==> src/rtl/mdio_master_mc.sv <==
// Multi-bus MDIO (Clause 22 / Clause 45) master: one frame engine whose MDC/MDIO
// pins are steered onto the bus selected by each command.
module mdio_master_mc #(
  parameter int N_BUS   = 2,
  parameter int CLK_DIV = 10,
  parameter int PRE_LEN = 32,
  localparam int BW     = (N_BUS > 1) ? $clog2(N_BUS) : 1
) (
  input  logic             clk,
  input  logic             rst_n,
  input  logic             cmd_valid,
  output logic             cmd_ready,
  input  logic [BW-1:0]    cmd_bus,
  input  logic             cmd_st,
  input  logic [1:0]       cmd_op,
  input  logic [4:0]       cmd_phyad,
  input  logic [4:0]       cmd_regad,
  input  logic [15:0]      cmd_wdata,
  output logic             rsp_valid,
  output logic [15:0]      rsp_rdata,
  output logic             rsp_err,
  output logic [N_BUS-1:0] mdc,
  output logic [N_BUS-1:0] mdio_o,
  output logic [N_BUS-1:0] mdio_oe,
  input  logic [N_BUS-1:0] mdio_i
);

  localparam int DW = $clog2(2 * CLK_DIV);
  localparam logic [DW-1:0] DIV_LAST = DW'(2 * CLK_DIV - 1);
  localparam logic [DW-1:0] DIV_HALF = DW'(CLK_DIV);
  localparam logic [4:0]    PRE_LAST = 5'((PRE_LEN == 0) ? 0 : PRE_LEN - 1);

  typedef enum logic [2:0] {S_IDLE, S_PRE, S_HDR, S_TA, S_DATA, S_TAIL} state_t;

  state_t            state, state_nxt;
  logic [DW-1:0]     div_cnt;
  logic [4:0]        bit_cnt;
  logic [N_BUS-1:0]  sync1, sync2;
  logic [BW-1:0]     bus_q;
  logic              is_rd;
  logic [31:0]       shreg;
  logic              err_q;
  logic [15:0]       rd_q;
  logic              accept, bad_bus, bit_end, sample, oe_cur, drv_bit;

  assign cmd_ready = rst_n && (state == S_IDLE);
  assign accept    = cmd_valid && (state == S_IDLE);
  assign bad_bus   = (32'(cmd_bus) >= 32'(N_BUS));
  assign bit_end   = (div_cnt == DIV_LAST);

  always_comb begin
    sample = 1'b1;
    for (int i = 0; i < N_BUS; i++)
      if (bus_q == BW'(i)) sample = sync2[i];
  end

  always_ff @(posedge clk or negedge rst_n) begin
    if (!rst_n) state <= S_IDLE;
    else        state <= state_nxt;
  end

  always_comb begin
    state_nxt = state;
    oe_cur    = 1'b0;
    drv_bit   = 1'b1;
    case (state)
      S_IDLE: if (accept && !bad_bus) state_nxt = (PRE_LEN == 0) ? S_HDR : S_PRE;
      S_PRE: begin
        oe_cur = 1'b1;
        if (bit_end && bit_cnt == PRE_LAST) state_nxt = S_HDR;
      end
      S_HDR: begin
        oe_cur  = 1'b1;
        drv_bit = shreg[31];
        if (bit_end && bit_cnt == 5'd13) state_nxt = S_TA;
      end
      S_TA: begin
        oe_cur  = !is_rd;
        drv_bit = shreg[31];
        if (bit_end && bit_cnt == 5'd1) state_nxt = S_DATA;
      end
      S_DATA: begin
        oe_cur  = !is_rd;
        drv_bit = shreg[31];
        if (bit_end && bit_cnt == 5'd15) state_nxt = S_TAIL;
      end
      S_TAIL: if (bit_end) state_nxt = S_IDLE;
      default: state_nxt = S_IDLE;
    endcase
  end

  // Bit timing, pad synchronisers and the response registers
  always_ff @(posedge clk or negedge rst_n) begin
    if (!rst_n) begin
      div_cnt   <= '0;
      bit_cnt   <= '0;
      sync1     <= '1;
      sync2     <= '1;
      rsp_valid <= 1'b0;
      rsp_rdata <= '0;
      rsp_err   <= 1'b0;
    end else begin
      sync1     <= mdio_i;
      sync2     <= sync1;
      rsp_valid <= 1'b0;
      if (state == S_IDLE) begin
        div_cnt <= '0;
        bit_cnt <= '0;
        if (accept && bad_bus) begin
          rsp_valid <= 1'b1;
          rsp_err   <= 1'b1;
          rsp_rdata <= '0;
        end
      end else begin
        div_cnt <= bit_end ? '0 : div_cnt + DW'(1);
        if (bit_end) begin
          bit_cnt <= (state_nxt != state) ? 5'd0 : bit_cnt + 5'd1;
          if (state == S_TAIL) begin
            rsp_valid <= 1'b1;
            rsp_err   <= is_rd & err_q;
            rsp_rdata <= is_rd ? rd_q : 16'h0000;
          end
        end
      end
    end
  end

  // Frame shifter: ST OP PHYAD REGAD TA DATA, shifted out MSB first at bit ends
  always_ff @(posedge clk) begin
    if (accept && !bad_bus) begin
      bus_q <= cmd_bus;
      is_rd <= cmd_op[1];
      shreg <= {1'b0, cmd_st, cmd_op, cmd_phyad, cmd_regad, 2'b10, cmd_wdata};
    end else if (bit_end && state != S_IDLE) begin
      if (state == S_HDR || state == S_TA || state == S_DATA)
        shreg <= {shreg[30:0], 1'b1};
      if (state == S_TA && bit_cnt == 5'd1) err_q <= sample;
      if (state == S_DATA) rd_q <= {rd_q[14:0], sample};
    end
  end

  always_comb begin
    mdc     = '0;
    mdio_oe = '0;
    mdio_o  = '1;
    for (int i = 0; i < N_BUS; i++) begin
      if (state != S_IDLE && bus_q == BW'(i)) begin
        mdc[i]     = (div_cnt >= DIV_HALF);
        mdio_oe[i] = oe_cur;
        mdio_o[i]  = oe_cur ? drv_bit : 1'b1;
      end
    end
  end

endmodule

==> config.mk <==
export PLATFORM = sky130hd
export DESIGN_NAME = mdio_master_mc
export DESIGN_NICKNAME = d
export VERILOG_FILES = /design/src/rtl/mdio_master_mc.sv
export SDC_FILE = /design/constraint.sdc
export NUM_CORES = 1
export LEC_CHECK = 0
export ABC_AREA = 1
export BUFFER_PORTS_ARGS = -buffer_cell sky130_fd_sc_hd__buf_4
export CAP_MARGIN = 20
export CORE_ASPECT_RATIO = 0.6
export CORE_MARGIN = 4
export CORE_UTILIZATION = 45
export DETAILED_ROUTE_END_ITERATION = 10
export MAX_ROUTING_LAYER = met4
export PLACE_DENSITY = 0.62
export SLEW_MARGIN = 10
export SYNTH_ARGS = -nofsm -noshare
export SYNTH_HDL_FRONTEND = slang
export SYNTH_SLANG_ARGS = --single-unit
==> constraint.sdc <==
create_clock -name clk -period 2.4 [get_ports clk]
set_clock_uncertainty 0.1 [all_clocks]
set_input_delay 0.48 -clock clk [delete_from_list [all_inputs] [get_ports clk]]
set_output_delay 0.48 -clock clk [all_outputs]
set_load 0.01 [all_outputs]
# Word level (Yosys, flattened, before mapping)
# Cells that the tools add are included.
dict set report classes {
  n_lt_le_gt_ge 1
  n_reduce_logical 26
  n_bitwise 4
  muxes 29
  add_sub_neg 2
  eq_ne 11
}
# cell count
set op_table {}
lappend op_table {{$mux 31} 3}
lappend op_table {{$mux 5} 5}
lappend op_table {{$mux 3} 6}
lappend op_table {{$pmux 3 s6} 1}
lappend op_table {{$mux 16} 1}
lappend op_table {{$mux 1} 12}
lappend op_table {{$add 5x1->5 const B} 2}
lappend op_table {{$eq 5x4->1 const B} 2}
lappend op_table {{$eq 5x5->1 const B} 2}
lappend op_table {{$logic_and 1x1->1} 10}
lappend op_table {{$reduce_and 3->1} 3}
lappend op_table {{$eq 3x2->1 const B} 2}
lappend op_table {{$eq 3x3->1 const B} 2}
lappend op_table {{$reduce_bool 2->1} 3}
lappend op_table {{$eq 5x1->1 const B} 1}
lappend op_table {{$ge 5x4->1 const B} 1}
lappend op_table {{$reduce_and 2->1} 2}
lappend op_table {{$reduce_or 2->1} 2}
lappend op_table {{$eq 3x1->1 const B} 1}
lappend op_table {{$logic_not 3->1} 1}
lappend op_table {{$ne 3x3->1} 1}
lappend op_table {{$not 1->1} 3}
lappend op_table {{$reduce_bool 3->1} 1}
lappend op_table {{$reduce_or 3->1} 1}
lappend op_table {{4 further kinds} 5}
dict set report word_totals {
  regBits 86
  elab_cells 87
  inputBits 35
  out_inout_bits 25
}

# Longest topological paths before layout
dict set report logic_depth {
  word_depth 8
  ltp_mapped 12
  ltp_nobuf 12
}

# Worst setup path after synthesis
# No wires, ideal clock.
dict set report synth_timing {
  path_type {register -> register}
  startpoint {register state[1]}
  endpoint {register shreg[0] (enable)}
  period_less_slack_ps 2197
  slack_ps 203
  arrival_time_ps 1711
  stages_incl_launch_ff 9
  setup_ps 386
  required_time_ps 1914
  path_cell_list {dfrtp_1 > buf_2 > nor2_4 > nand2_1 > nand2_1 > inv_1 > nor2_4 > inv_1 > nand2_1}
}
dict set report synth_between {
  elab_chain_len 5
}
# item line
set synth_lines {}
lappend synth_lines {{start: declaration} 35} ;# state_t state, state_nxt;
lappend synth_lines {{start signal: assignment} 59} ;# else state <= state_nxt;
lappend synth_lines {{$eq 3x2->1} 135} ;# if (state == S_HDR || state == S_TA || state == S_DATA)
lappend synth_lines {{$logic_or 1x1->1 (2 in a row)} 135}
lappend synth_lines {{$reduce_bool 2->1 (no line)} -}
lappend synth_lines {{$reduce_and 2->1 (no line) *} -}
lappend synth_lines {{end signal: assignment} 133} ;# shreg <= {1'b0, cmd_st, cmd_op, cmd_phyad, cmd_regad, 2'b10, cmd_wdata};
lappend synth_lines {{end signal: assignment} 136} ;# shreg <= {shreg[30:0], 1'b1};
lappend synth_lines {{end: declaration} 41} ;# logic [31:0] shreg;
# Every way passes the cells marked *; elsewhere a longest branch is shown, timed or not.
# A chain may end at the register's enable or synchronous reset.

# Worst setup path after layout
dict set report layout_timing {
  startpoint {register state[1]}
  endpoint {output mdio_o[1]}
}
dict set report layout_between {
  elab_chain_len 5
}
# item line
set layout_lines {}
lappend layout_lines {{$eq 3x2->1 (tied with other cells)} 66} ;# case (state)
lappend layout_lines {{$reduce_or 2->1 (no line) / $reduce_or 3->1 (equally long branches)} -}
lappend layout_lines {{$pmux 1 s2 / $mux 1 (equally long branches)} 66}
lappend layout_lines {{$mux 1} 150} ;# mdio_o[i] = oe_cur ? drv_bit : 1'b1;
lappend layout_lines {{$mux 1 *} 147} ;# if (state != S_IDLE && bus_q == BW'(i)) begin
lappend layout_lines {{end: declaration} 23} ;# output logic [N_BUS-1:0] mdio_o,
# Marked as above.

==> results.md <==
* Status: completed
* ANT cells at 0
* Initial Utilization at 0.468
* Layout cells sized above 1 at 0.293
* Most frequent CP cell: nand2_1
* Max_cap viols at 0
* H-tree Lvls at 3
* Post-cts sizing count at 0
* Cell Area, Synth at around 0.0037 mm^2
* VDD IR max at 0.322 mV
* Synth Instances at 320
* # placed instances at about 480
* P_leak at ~2 nW
* Initial DRC count at 151
* Worst Setup SP: state[1]$_DFF_PN0_
* Worst R2R End: bit_cnt[0]$_DFFE_PN0P_
* Sequential share of power at 0.524
* Fmax at ~440 MHz
* Fill cells at 696
* Via count at 2,496
* Minimum clock period at about 2300 ps
* NetSw at 0.000543 W
* Total grt overflow at 0
* Post-synthesis net count at 361
* Vias per cell at 4.99
* Comb power frac at 0.020
* Clock Path Buffers at 2
* Critical path, cell by cell: nor2_4 > nand2_1 > nand2_1 > inv_1 > nor2_1 > nand2_1 > buf_4
* Antenna violations before repair at 0
* Die width at around 130 um
* Drt pass-1 iters at 4
* # Post-CTS Setup Buffers at 0
* CP required at about 1800 ps
* Clk network pwr share at 0.456
* Routed Antenna Nets at 0
* Synth cell types at 29
* Global-route wire length before repair at between 10,000 and 15,000 um
* RSZ-0062 raised after global routing: false
* Worst skew pair latency at 330 ps
* CP max FO at 7
* Final Hold Fails at 0
* Setup_tns at 0 ps
* Synth-to-layout area growth at 23.0%
* Clk sink count at 86
* Cts hold-fix bufs at 0
* Buffers on Ports at between 50 and 60
* Post-synthesis async set-or-reset flop share at 0.407
* Period utilization at 0.944
* Type of the worst setup path: flop to output port
* Setup violators final at 0
* Dpl hpwl at around 5100 um
* CP Launch Type: flop
* DR DRC count at 0
* Worst hold path type: input pin to asynchronous set/reset pin
* GRT Overall Usage at 0.168
* Total internal power at about 0.0024 W
* WL/cell at 14.8 um
* Core Area at roughly 0.0079 mm^2
* Critical Path Sink: mdio_o[1]
* Sw Share at 0.183
* Vias in the first global route at ~2,500
* DRT Wirelength at ~7400 um
* TritonCTS clock tree: yes
* CP max stage delay at approximately 480 ps
* # IOs at 60
* Largest net degree at the start of global routing at 36
* CTS root buf: clkbuf_16
* Sequential-to-total area share from yosys stat at 0.640
* R2R depth at 10
* Post-layout util at 0.576
* Synth warn at 0
* Multi-input logic area at 0.00109 mm^2
* RR Startpoint: bit_cnt[0]$_DFFE_PN0P_
* Final nets at between 400 and 500
* CTS clk-pin slew, worst paths at around 60 ps
* Crit. End Element: output port
* Die ar. at approximately 0.0098 mm^2
* Mapped Avg Cell Area at 11.6 um^2
* Post-synth EDFFs at 48
* Synthesized flop and latch total at 86
* Register area at roughly 0.0024 mm^2
* CP max-delay cell: dfrtp_2
* Finished Layout Cells at 500
* Max-slew headroom at 0.679
* Cts bufs inserted at 9
* DIE HEIGHT at 78.4 um
* Least-Margin Pin Slew at 482 ps
* FP Rows at 25
* Reg2reg setup slack at 470 ps
* RePlAce Congestion at 0.922
* Top FF cell, synth: edfxtp_1
* Max-slew violations at 0
* CP Data Arrival Time at ~1700 ps
* Power per Cell Area at around 650 mW/mm^2
## worst max-delay path, delay by kind of cell (launching register included)
family	cells	cell delay, ps
and+or+nand+nor	5	640
buffers and inverters	2	230
DFF	1	480
## metrics by stage
| stage | hold slack [ps] | cell area (um^2) | setup WS [ps] | power [W] |
|---|---|---|---|---|
| 2_1_floorplan | 84.4 | 3720 | 203 | 0.00159 |
| 3_3_place_gp | 247 | 4290 | 527 | 0.00165 |
| 3_5_place_dp | 247 | 4290 | 463 | 0.00165 |
| 4_1_cts | 108 | 4580 | 87.4 | 0.00302 |
| 5_1_grt | 132 | 4580 | 3.62 | 0.00310 |
| 6_report | 94.3 | 4580 | 134 | 0.00297 |
## layer usage
layer  routed length (um)  GRT usage
met1                 3730      0.243
met2                 3230      0.223
met3                  400     0.0517
met4                   22     0.0584
met5                    0          -
## layout make-up
cell class / count / share of cell area
Tap cell: 108 / 0.0295
Clock inverter: 2 / 0.00765
Multi-Input combinational cell: 181 / 0.239
Inverter: 41 / 0.0336
Clock buffer: 14 / 0.0555
Timing Repair Buffer: 68 / 0.114
Sequential cell: 86 / 0.521
## logic make-up after synthesis
| kind of cell | synth area share |
|---|---|
| fa+ha+maj | 0.0202 |
| compound gates | 0.114 |
| simple gates | 0.152 |
| xor+xnor | 0.00706 |
| flops | 0.640 |
| buf+inv | 0.0662 |
## how the worst min path moves through the flow
stage / slack, ps / to / from / cells after the start
2_1_floorplan: 80 / bit_cnt[0]$_DFFE_PN0P_ / rst_n / 0
4_1_cts: 110 / div_cnt[1]$_DFF_PN0_ / rst_n / 2
3_5_place_dp: 250 / sync2[1]$_DFF_PN1_ / sync1[1]$_DFF_PN1_ / 0
3_3_place_gp: 250 / sync2[1]$_DFF_PN1_ / sync1[1]$_DFF_PN1_ / 0
6_report: 90 / div_cnt[4]$_DFF_PN0_ / rst_n / 2
5_1_grt: 130 / sync1[0]$_DFF_PN1_ / mdio_i[0] / 1
## sequential cells by signal (all words and copies together), names as in the netlist
register / count
bit_cnt: 5
bus_q: 1
div_cnt: 5
err_q: 1
is_rd: 1
rd_q: 16
rsp_err: 1
rsp_rdata: 16
rsp_valid: 1
shreg: 32
state: 3
sync1: 2
sync2: 2
## cells in the final DEF (no fill, tap or decap), types with 4 or more instances in the layout
cell type  synthesis  layout
o21ai_0           11      11
inv_1             38      38
o21ai_2           12      12
nand2_1           46      46
edfxtp_1          48      48
ha_1               6       6
dfrtp_1           31      30
a22o_1            27      27
a21oi_1            4       4
clkbuf_1           0       4
nand3_2            4       4
nand3_1           23      23
dfstp_2            4       4
clkbuf_16          0       9
nor2_1            31      31
buf_4              3      67
## power by group through the flow
| stage | Clock, W | Sequential, W | Combinational, W |
|---|---|---|---|
| 2_1_floorplan | 0 | 0.00159 | 0.000000989 |
| 4_1_cts | 0.00141 | 0.00156 | 0.0000598 |
| 3_5_place_dp | 0 | 0.00159 | 0.0000597 |
| 5_1_grt | 0.00148 | 0.00156 | 0.0000646 |
| 3_3_place_gp | 0 | 0.00159 | 0.0000597 |
| 6_report | 0.00135 | 0.00156 | 0.0000582 |
## cell usage after synthesis (4+ instances only)
cell type | number | area (um^2)
a21oi_1 | 4 | 20.0
a22o_1 | 27 | 236
buf_2 | 5 | 25.0
buf_6 | 4 | 45.0
dfrtp_1 | 31 | 776
dfstp_2 | 4 | 105
edfxtp_1 | 48 | 1440
ha_1 | 6 | 75.1
inv_1 | 38 | 143
nand2_1 | 46 | 173
nand3_1 | 23 | 115
nand3_2 | 4 | 40.0
nor2_1 | 31 | 116
o21ai_0 | 11 | 55.1
o21ai_2 | 12 | 105
Power figures use the tool's default switching activity.
